## src/rtl/dmem_arbiter.sv

```systemverilog
// Two-port round-robin arbiter in front of a single-port data memory.
// A port that keeps winning yields after MAX_BURST grants if the other port is waiting.
module dmem_arbiter #(
  parameter int unsigned ADD_WIDTH  = 32,
  parameter int unsigned DATA_WIDTH = 32,
  parameter int unsigned MAX_BURST  = 4
) (
  input  logic                  clk,
  input  logic                  rst_n,
  input  logic                  req0,
  input  logic                  we0,
  input  logic [ADD_WIDTH-1:0]  addr0,
  input  logic [DATA_WIDTH-1:0] wdata0,
  output logic                  gnt0,
  output logic                  rvalid0,
  output logic [DATA_WIDTH-1:0] rdata0,
  input  logic                  req1,
  input  logic                  we1,
  input  logic [ADD_WIDTH-1:0]  addr1,
  input  logic [DATA_WIDTH-1:0] wdata1,
  output logic                  gnt1,
  output logic                  rvalid1,
  output logic [DATA_WIDTH-1:0] rdata1,
  output logic [ADD_WIDTH-1:0]  mem_a,
  output logic                  mem_we,
  output logic [DATA_WIDTH-1:0] mem_wd,
  input  logic [DATA_WIDTH-1:0] mem_rd
);

  localparam int unsigned CntW = $clog2(MAX_BURST + 1);
  localparam logic [CntW-1:0] MaxCnt = CntW'(MAX_BURST);

  logic                  last_q, last_d;
  logic [CntW-1:0]       cnt_q, cnt_d;
  logic                  rvalid0_q, rvalid0_d, rvalid1_q, rvalid1_d;
  logic [DATA_WIDTH-1:0] rdata0_q, rdata0_d, rdata1_q, rdata1_d;
  logic                  keep_last;

  // The current holder keeps the memory only while its burst is live and unexhausted.
  assign keep_last = (cnt_q != '0) && (cnt_q < MaxCnt);

  always_comb begin
    gnt0 = 1'b0;
    gnt1 = 1'b0;
    if (rst_n) begin
      if (req0 && req1) begin
        if (keep_last) begin
          gnt0 = ~last_q;
          gnt1 = last_q;
        end else begin
          gnt0 = last_q;
          gnt1 = ~last_q;
        end
      end else begin
        gnt0 = req0;
        gnt1 = req1;
      end
    end
  end

  always_comb begin
    mem_a  = '0;
    mem_we = 1'b0;
    mem_wd = '0;
    if (gnt0) begin
      mem_a  = addr0;
      mem_we = we0;
      mem_wd = wdata0;
    end else if (gnt1) begin
      mem_a  = addr1;
      mem_we = we1;
      mem_wd = wdata1;
    end
  end

  always_comb begin
    last_d = last_q;
    cnt_d  = '0;
    if (gnt0 || gnt1) begin
      last_d = gnt1;
      if ((gnt1 == last_q) && (cnt_q != '0)) begin
        cnt_d = (cnt_q >= MaxCnt) ? MaxCnt : cnt_q + CntW'(1);
      end else begin
        cnt_d = CntW'(1);
      end
    end
    rvalid0_d = gnt0 & ~we0;
    rvalid1_d = gnt1 & ~we1;
    rdata0_d  = rvalid0_d ? mem_rd : rdata0_q;
    rdata1_d  = rvalid1_d ? mem_rd : rdata1_q;
  end

  always_ff @(posedge clk or negedge rst_n) begin
    if (!rst_n) begin
      last_q    <= 1'b1;
      cnt_q     <= '0;
      rvalid0_q <= 1'b0;
      rvalid1_q <= 1'b0;
      rdata0_q  <= '0;
      rdata1_q  <= '0;
    end else begin
      last_q    <= last_d;
      cnt_q     <= cnt_d;
      rvalid0_q <= rvalid0_d;
      rvalid1_q <= rvalid1_d;
      rdata0_q  <= rdata0_d;
      rdata1_q  <= rdata1_d;
    end
  end

  assign rvalid0 = rvalid0_q;
  assign rvalid1 = rvalid1_q;
  assign rdata0  = rdata0_q;
  assign rdata1  = rdata1_q;

endmodule
```

## config.mk

```make
export PLATFORM = sky130hd
export DESIGN_NAME = dmem_arbiter
export DESIGN_NICKNAME = d
export VERILOG_FILES = /design/src/rtl/dmem_arbiter.sv
export SDC_FILE = /design/constraint.sdc
export NUM_CORES = 1
export LEC_CHECK = 0
export CORE_AREA = 2 2 117 119
export CTS_CLUSTER_SIZE = 30
export DETAILED_ROUTE_END_ITERATION = 10
export DIE_AREA = 0 0 119 121
export PLACE_DENSITY = 0.69
export SLEW_MARGIN = 20
export SYNTH_ARGS = -nofsm -noshare
export SYNTH_HDL_FRONTEND = slang
export SYNTH_SLANG_ARGS = --single-unit
```

## constraint.sdc

```tcl
create_clock -name clk -period 2.5 [get_ports clk]
set_clock_uncertainty 0.05 [all_clocks]
set_input_delay 0.25 -clock clk [delete_from_list [all_inputs] [get_ports clk]]
set_output_delay 0.25 -clock clk [all_outputs]
set_load 0.01 [all_outputs]
```

==> reports/results.tsv <==
metric	value	unit
core area	13090	µm²
M1 WL	5.224	mm
layout cells sized above 1	0.2990	
boundary pin count	299	
first-pass GRT wire length	20.23	mm
Post-synth top cells	dfrtp_1 (69), a22o_1 (65), mux2_4 (29), mux2_2 (22), mux2_1 (13)	
Placer Congestion	0.9227	
diode count	0	
asr flop ratio synth	1.000	
Critical Path Source Type	register	
Placed Instances	716	
Synth Instances	251	
full die area	14400	µm²
CTS max path bufs	2	
DR WL/cell	18.19	µm
clk slew on worst S/H paths	60	ps
dominant synthesized flop cell	dfrtp_1	
Via density	4.691	
Multi-input gate area	1614	µm²
PD cells	700.5	nW/µm²
Hold Vio Cnt, Final	0	
Crit. End Element	output port	
setup TNS	-78.91	ps
Final Instance Area	7062	µm²
Avg Inst Size Synth	13.81	µm²
fin crit share	1.005	
min-delay worst type	in -> async	
outcome	complete, but fails checks	
pre-CTS WS	-95.68	ps
min Tclk post-route	2512	ps
sequential fraction of the synthesis area	0.5058	
Data arrival, critical path	2210	ps
row cnt	42	
P_leak	3.122	nW
Port Buffers	298	
Register Area	1753	µm²
most frequent cell after synthesis	dfrtp_1	
Finished Layout Cells	748	
Synth area leaders	dfrtp_1 (50%), a22o_1 (16%), mux2_4 (13%), mux2_2 (7.1%), mux2_1 (4.2%)	
CTS Sinks	70	
Vias	3509	
maxcap violations	0	
tightest slew margin relative to the limit	0.4098	
pin slew with the least headroom to its limit	885.3	ps
fillers	1114	
Clock Latency Late Sink	330	ps
top-area cell type share of the netlist area	0.4982	
Hold-fix buffers, CTS	0	
wire length on met3	1.018	mm
Max Used Layer	met5	
Die X	119	µm
Crit Path Class	reg -> out	
Initial Util	0.2649	
Post-route DRC	0	
Distinct cells, synth	25	
CTS tree	yes	
leading area contributor after synthesis	dfrtp_1	
EDFF count, synth	0	
antenna violations before repair	1	
DR pass1 iterations	4	
CTS H-tree lvls	3	
grt total ovfl	0	
syn_nets	419	
vias in the first global route	3697	
DR WL met2	7.068	mm
DP Wirelength	10.20	mm
final wirelength	13.61	mm
Area Growth Syn to Fin	103.8	%
VDD IR max	290.4	µV
antenna violation net count after detailed routing	0	
hold slack	103.8	ps
Root Buffer	clkbuf_16	
worst setup margin	-11.88	ps
RSZ-0062 raised after global routing	true	
CTS Buf Count	9	
fmax	398.1	MHz
Nets	735	
number of synthesized register bits	70	
yosys warns	0	
dpl cell area	6751	µm²
max-slew violations	0	
Req. time, crit path	2200	ps
Final Core Density	0.5397	
violated checks	negative setup slack	
Total GRT Usage	0.1814	
largest net degree at the start of global routing	74	
mapped cell area	3466	µm²
die height	121	µm
crit path max fanout	7	
Final Total Pwr	4.947	mW
drt initial violations	179	
Final Setup Violations	18	
logic make-up (layout without fill, tap and decap cells):
group,after synthesis,in the layout,synth area share
AOI/OAI and AO/OA,77,77,0.1863
DFF,70,70,0.5058
muxes,64,64,0.2394
buffers and inverters,27,348,0.04296
and+or+nand+nor,11,11,0.01841
adders and majority gates,2,2,0.007219
placed cells by master (no fill, tap or decap), types with 2 or more instances in the layout:
| master | n |
|---|---|
| clkbuf_2 | 6 |
| a21oi_1 | 4 |
| o21ai_0 | 3 |
| dfrtp_1 | 69 |
| nand2_1 | 3 |
| a22o_1 | 65 |
| buf_4 | 15 |
| clkdlybuf4s50_1 | 230 |
| mux2_2 | 22 |
| clkbuf_16 | 11 |
| inv_1 | 3 |
| buf_12 | 8 |
| buf_6 | 2 |
| mux2_1 | 13 |
| nor2b_4 | 2 |
| buf_2 | 57 |
| inv_2 | 2 |
| bufinv_16 | 3 |
| mux2_4 | 29 |
| buf_16 | 4 |
path summary, 6_finish.rpt:
path / start / end / slack, ps / cells past startpoint
hold reg to reg: rdata0[18] / rdata0[18] / 430 / 1
max in group asynchronous: rst_n / rdata1[6] / 1700 / 2
min in group clk: rdata0[18] / rdata0[18] / 430 / 1
setup reg to reg: cnt_q[1] / rdata1[5] / 70 / 10
hold / removal: rst_n / rdata1[16] / 100 / 2
setup / recovery: cnt_q[1] / mem_wd[7] / -10 / 8
report_power, final:
group	internal (mW)	leakage [nW]	switching [mW]	total, mW
Sequential	1.43	0.838	0.159	1.59
Clock	1.00	0.166	0.477	1.48
Combinational	1.22	2.12	0.662	1.88
Total	3.65	3.12	1.30	4.95
routing by layer:
layer | up-vias | global-route usage
met5 | - | 0
met4 | 2 | 0.05432
met3 | 26 | 0.06156
met2 | 178 | 0.3222
met1 | 1699 | 0.2060
li1 | 1604 | -
repair_timing:
action                                  in CTS  in global routing
gates resized for setup                    234                 38
pin swaps                                    3                  1
endpoints found under the setup margin      67                113
buffers inserted                             6                  5
gates cloned                                 3                  3
area by class of cell:
class                           instances  share of cell area
Clock buffer                           11             0.03437
Clock inverter                          5             0.01506
Inverter                                5            0.002658
Multi-Input combinational cell        154              0.2286
Sequential cell                        70              0.2482
Tap cell                              176             0.03118
Timing Repair Buffer                  327              0.4399
flip-flops by register name (all words and copies together), names as in the netlist:
name	count
rvalid1	1
last_q	1
rdata1	32
rdata0	32
cnt_q	3
rvalid0	1
worst max-delay path, stage by stage (launching register included):
cell	delay [ps]
dfrtp_1	360
inv_2	50
ha_4	160
or4b_1	470
o2111a_2	200
buf_12	160
clkbuf_16	160
a22o_1	180
buf_2	140
(Power assumes the default switching activity.)
